### src/rtl/alu_pkg.sv
// Shared ALU definitions: control encodings, datapath width and the operand
// bundle that the arbiter hands to the single ALU instance.
package alu_pkg;

    localparam int XLEN = 32;

    localparam logic [3:0] OP_ADD  = 4'b0000;
    localparam logic [3:0] OP_SUB  = 4'b1000;
    localparam logic [3:0] OP_SLT  = 4'b0010;
    localparam logic [3:0] OP_SLTU = 4'b0011;
    localparam logic [3:0] OP_AND  = 4'b0111;
    localparam logic [3:0] OP_OR   = 4'b0110;
    localparam logic [3:0] OP_XOR  = 4'b0100;
    localparam logic [3:0] OP_SLL  = 4'b0001;
    localparam logic [3:0] OP_SRL  = 4'b0101;
    localparam logic [3:0] OP_SRA  = 4'b1101;

    typedef struct packed {
        logic [3:0]      ctrl;
        logic [XLEN-1:0] a;
        logic [XLEN-1:0] b;
    } alu_req_t;

endpackage

### src/rtl/rr_arbiter.sv
// Generic round-robin arbiter: one-hot grant starting from a rotating
// priority pointer, which moves past the winner when advance_i is high.
module rr_arbiter #(
    parameter int N = 2
) (
    input  logic         clk_i,
    input  logic         rst_n_i,
    input  logic [N-1:0] req_i,
    input  logic         advance_i,
    output logic [N-1:0] grant_o
);

    localparam int PW = (N > 1) ? $clog2(N) : 1;

    logic [PW-1:0] ptr_q, ptr_d;

    always_comb begin
        logic          found;
        logic [PW-1:0] idx;
        grant_o = '0;
        ptr_d   = ptr_q;
        found   = 1'b0;
        idx     = '0;
        for (int i = 0; i < N; i++) begin
            idx = PW'((int'(ptr_q) + i) % N);
            if (!found && req_i[idx]) begin
                found        = 1'b1;
                grant_o[idx] = 1'b1;
                if (advance_i) begin
                    ptr_d = PW'((int'(idx) + 1) % N);
                end
            end
        end
    end

    always_ff @(posedge clk_i or negedge rst_n_i) begin
        if (!rst_n_i) begin
            ptr_q <= '0;
        end else begin
            ptr_q <= ptr_d;
        end
    end

endmodule

### src/rtl/alu_arbiter.sv
// Shares one combinational ALU among NREQ requesters: round-robin issue of
// one op per cycle, result captured into a per-requester response slot.
module alu_arbiter #(
    parameter int NREQ = 2,
    parameter int TAGW = 4
) (
    input  logic                 i_clk,
    input  logic                 i_rst_n,
    input  logic [NREQ-1:0]      i_req_valid,
    output logic [NREQ-1:0]      o_req_ready,
    input  logic [NREQ*32-1:0]   i_req_a,
    input  logic [NREQ*32-1:0]   i_req_b,
    input  logic [NREQ*4-1:0]    i_req_ctrl,
    input  logic [NREQ*TAGW-1:0] i_req_tag,
    output logic [NREQ-1:0]      o_rsp_valid,
    input  logic [NREQ-1:0]      i_rsp_ready,
    output logic [NREQ*32-1:0]   o_rsp_result,
    output logic [NREQ*TAGW-1:0] o_rsp_tag,
    output logic [31:0]          o_alu_a,
    output logic [31:0]          o_alu_b,
    output logic [3:0]           o_aluctrl_ctrl,
    input  logic [31:0]          i_alu_out
);

    import alu_pkg::*;

    logic [NREQ-1:0] rsp_valid;
    logic [NREQ-1:0] slot_free;
    logic [NREQ-1:0] eligible;
    logic [NREQ-1:0] grant;
    alu_req_t        alu_sel;

    // A slot draining this cycle can take a new result on the same edge.
    assign slot_free = ~rsp_valid | i_rsp_ready;
    assign eligible  = i_req_valid & slot_free & {NREQ{i_rst_n}};

    rr_arbiter #(
        .N (NREQ)
    ) u_rr (
        .clk_i     (i_clk),
        .rst_n_i   (i_rst_n),
        .req_i     (eligible),
        .advance_i (|eligible),
        .grant_o   (grant)
    );

    assign o_req_ready = grant;

    always_comb begin
        alu_sel.ctrl = OP_ADD;
        alu_sel.a    = '0;
        alu_sel.b    = '0;
        for (int r = 0; r < NREQ; r++) begin
            if (grant[r]) begin
                alu_sel.ctrl = i_req_ctrl[r*4 +: 4];
                alu_sel.a    = i_req_a[r*XLEN +: XLEN];
                alu_sel.b    = i_req_b[r*XLEN +: XLEN];
            end
        end
    end

    assign o_alu_a        = alu_sel.a;
    assign o_alu_b        = alu_sel.b;
    assign o_aluctrl_ctrl = alu_sel.ctrl;

    for (genvar r = 0; r < NREQ; r++) begin : g_slot
        logic            valid_q, valid_d;
        logic [XLEN-1:0] result_q, result_d;
        logic [TAGW-1:0] tag_q, tag_d;

        // A re-grant wins over a drain so a single requester streams 1/cycle.
        always_comb begin
            valid_d  = valid_q;
            result_d = result_q;
            tag_d    = tag_q;
            if (grant[r]) begin
                valid_d  = 1'b1;
                result_d = i_alu_out;
                tag_d    = i_req_tag[r*TAGW +: TAGW];
            end else if (i_rsp_ready[r]) begin
                valid_d  = 1'b0;
            end
        end

        always_ff @(posedge i_clk or negedge i_rst_n) begin
            if (!i_rst_n) begin
                valid_q  <= 1'b0;
                result_q <= '0;
                tag_q    <= '0;
            end else begin
                valid_q  <= valid_d;
                result_q <= result_d;
                tag_q    <= tag_d;
            end
        end

        assign rsp_valid[r]                   = valid_q;
        assign o_rsp_result[r*XLEN +: XLEN]   = result_q;
        assign o_rsp_tag[r*TAGW +: TAGW]      = tag_q;
    end

    assign o_rsp_valid = rsp_valid;

endmodule
### config.mk
export PLATFORM = sky130hd
export DESIGN_NAME = alu_arbiter
export DESIGN_NICKNAME = d
export VERILOG_FILES = /design/src/rtl/alu_pkg.sv /design/src/rtl/rr_arbiter.sv /design/src/rtl/alu_arbiter.sv
export SDC_FILE = /design/constraint.sdc
export NUM_CORES = 1
export LEC_CHECK = 0
export BUFFER_PORTS_ARGS = -buffer_cell sky130_fd_sc_hd__clkbuf_2
export CAP_MARGIN = 15
export CORE_AREA = 2 2 125 127
export CTS_CLUSTER_SIZE = 16
export DETAILED_ROUTE_END_ITERATION = 6
export DIE_AREA = 0 0 127 129
export PLACE_DENSITY = 0.69
export SYNTH_ARGS = -nofsm -noshare
export SYNTH_HDL_FRONTEND = slang
export SYNTH_SLANG_ARGS = --single-unit
### constraint.sdc
create_clock -name i_clk -period 1.4 [get_ports i_clk]
set_input_delay 0.14 -clock i_clk [delete_from_list [all_inputs] [get_ports i_clk]]
set_output_delay 0.14 -clock i_clk [all_outputs]
set_load 0.01 [all_outputs]
==> flow_summary_export.csv <==
group,metric,value,unit
clocking,clk_pin_slew,60,ps
route,via_count,4500,
clocking,cts_tree,"yes",
sta,slew_viol_final,0,
layout,areaGrowthSynthToFinish,82.69,%
route,drt_iter0_markers,183,
hold_path,hold_path_class,"in2async",
sta,setup_ws,-554.3,ps
floorplan,die_y,129,µm
route,ant_nets,0,
placed_design,place_congestion,0.9016,
floorplan,die_area,16380,µm²
sta,setup_viol,143,
clocking,htreeDepth,3,
grt,grt_max_degree,79,
sta,finalCritPeriodShare,1.396,
logic_synthesis,syn-cell-area,3984,µm²
grt,grt_pass1_vias,4189,
floorplan,die_w,127,µm
power,ir_drop,580.5,µV
route,wl,16110,µm
critical_path,cp-start-kind,"flop",
layout,drive_gt1_frac,0.6855,
sta,skew,9.051,ps
placed_design,pre_cts_ws,-215.2,ps
power,p_leak,3.932,nW
clocking,cts_made_buffers,9,
floorplan,rows,45,
route,drt-wirelength-per-cell,16.94,µm
grt,grt_remaining_overflow,0,
run,maxCapViolCount,0,
logic_synthesis,syn-mean-instance-area,9.740,µm²
floorplan,pin_count,326,
grt,antenna_found_initial,0,
logic_synthesis,ys_types,21,
layout,nNetsFinal,942,
logic_synthesis,ys_seq_elements,75,
sta,rsz0062_at_grt,"true",
layout,final_cell_mix,"clkbuf_2 (257), nand2_1 (139), dfrtp_1 (75)",
critical_path,worstSetupEndpointType,"output pin",
logic_synthesis,netlist_instances,409,
placed_design,place.detailed.hpwl,10670,µm
run_status,status,"finished, violations left",
route,drc,0,
sta,slew_headroom,0.7680,
logic_synthesis,syn_nets,591,
run_status,violations,"negative setup slack",
sta,fmax,511.7,MHz
sta,hold_viol,0,
route,vias_per_cell,4.732,
placed_design,place.port_buffers,325,
route,dr.pass1.iters,5,
sta,worstMarginPinSlew,348.0,ps
logic_synthesis,yosys_warnings,0,
grt,grt.total_usage,0.1717,
clocking,cts_sinks,75,
clocking,root_buffer,"clkbuf_16",
critical_path,reg2reg_depth,6,
floorplan,initial_core_util,0.2660,
clocking,cts.path.max_buffers,2,
critical_path,cp_max_fo,17,
layout,antennaDiodeCount,0,
floorplan,core-area,14980,µm²
layout,fillers,1399,
layout,utilization,0.4860,
sta,period_minus_slack,1954,ps
logic_synthesis,seq_area_frac_synth,0.4711,
critical_path,critPathKind,"reg2out",
power,powerDensity,1312,nW/µm²
critical_path,arrival,1810,ps
grt,grt_pass1_wl,22190,µm
clocking,clk_latency,340,ps
critical_path,cp.required,1260,ps
layout,layout.cells.most_common,"clkbuf_2",
==> cell families (layout without fill, tap and decap cells) <==
family,after synthesis,count (layout),synth area share
AND/OR/NAND/NOR,145,145,0.1442
buffers and inverters,43,397,0.06156
AO/OA/AOI/OAI,74,74,0.1197
flip-flops,75,75,0.4711
multiplexers,72,72,0.2035
==> registers in the layout, summed over array words and instances, names as in the netlist <==
signal / flops
g_slot.result_q: 64
g_slot.tag_q: 8
g_slot.valid_q: 2
u_rr.ptr_q: 1
==> synth_stat cells, drive strengths merged <==
| cell type | instances | area, µm² |
|---|---|---|
| nor2b | 2 | 22.52 |
| or2 | 1 | 6.260 |
| buf | 23 | 170.2 |
| nand2 | 140 | 525.5 |
| o22ai | 68 | 425.4 |
| clkbuf | 18 | 67.56 |
| nand2b | 1 | 13.76 |
| a211o | 1 | 8.760 |
| mux2 | 72 | 810.8 |
| dfrtp | 75 | 1877 |
| o21ai | 2 | 10.01 |
| o211ai | 2 | 20.02 |
| inv | 2 | 7.510 |
| and2 | 1 | 6.260 |
| a211oi | 1 | 12.51 |
==> routing by layer <==
layer / track usage / part of all wire
met1: 0.2132 / 0.40
met4: 0.06270 / 0.027
met5: 0 / 0
met3: 0.03077 / 0.053
met2: 0.3001 / 0.52
==> final timing paths <==
check                                      start                      to  slack (ps)
max                            g_slot[0].valid_q             o_alu_b[23]        -550
min                                      i_rst_n  g_slot[1].result_q[12]          20
max reg2reg                    g_slot[0].valid_q  g_slot[1].result_q[19]        -350
min reg2reg                g_slot[0].result_q[6]   g_slot[0].result_q[6]         510
max in group asynchronous                i_rst_n  g_slot[1].result_q[20]         730
min in group i_clk                  i_req_tag[7]      g_slot[1].tag_q[3]          40
==> per-stage QoR <==
stage	instances	hold slack [ps]	TNS, ps	total power, mW	area [µm²]
detailed placement	912	159.2	-19410	6.288	6178
floorplan	409	-155.6	-1304	4.814	4227
global placement	912	163.3	-17330	6.205	6178
finish	951	23.20	-55100	9.545	7278
global route	951	37.71	-65850	10.01	7278
CTS	946	24.80	-48820	9.369	6979
==> critical path, cell delays in order, from the launching register on <==
cell and delay [ps]:
dfrtp_1 390, nand2b_4 90, a211o_4 420, clkbuf_16 230, o22ai_1 180, buf_2 160
==> report_power, final <==
group / internal (mW) / switching [mW] / total, mW / leakage [nW]
combinational: 2.08 / 1.72 / 3.80 / 2.89
clock: 1.72 / 0.876 / 2.60 / 0.161
sequential: 2.78 / 0.375 / 3.15 / 0.883
==> repair_timing <==
item	4_1_cts	5_1_grt
endpoints found under the hold margin	26	0
setup endpoints to repair	142	143
buffers inserted	13	7
pin swaps	0	11
gates resized for setup	55	116
cloned	5	3
hold buffers	2	0
==> layout make-up <==
| type | instances | area (µm²) | share of cell area |
|---|---|---|---|
| Inverter | 2 | 7.507 | 0.001031 |
| Tap cell | 188 | 235.2 | 0.03232 |
| Multi-Input combinational cell | 291 | 2452 | 0.3369 |
| Timing Repair Buffer | 381 | 2377 | 0.3266 |
| Clock inverter | 5 | 103.9 | 0.01427 |
| Sequential cell | 75 | 1877 | 0.2579 |
| Clock buffer | 9 | 225.2 | 0.03094 |
Note: power is estimated with default switching activity, not from simulation.
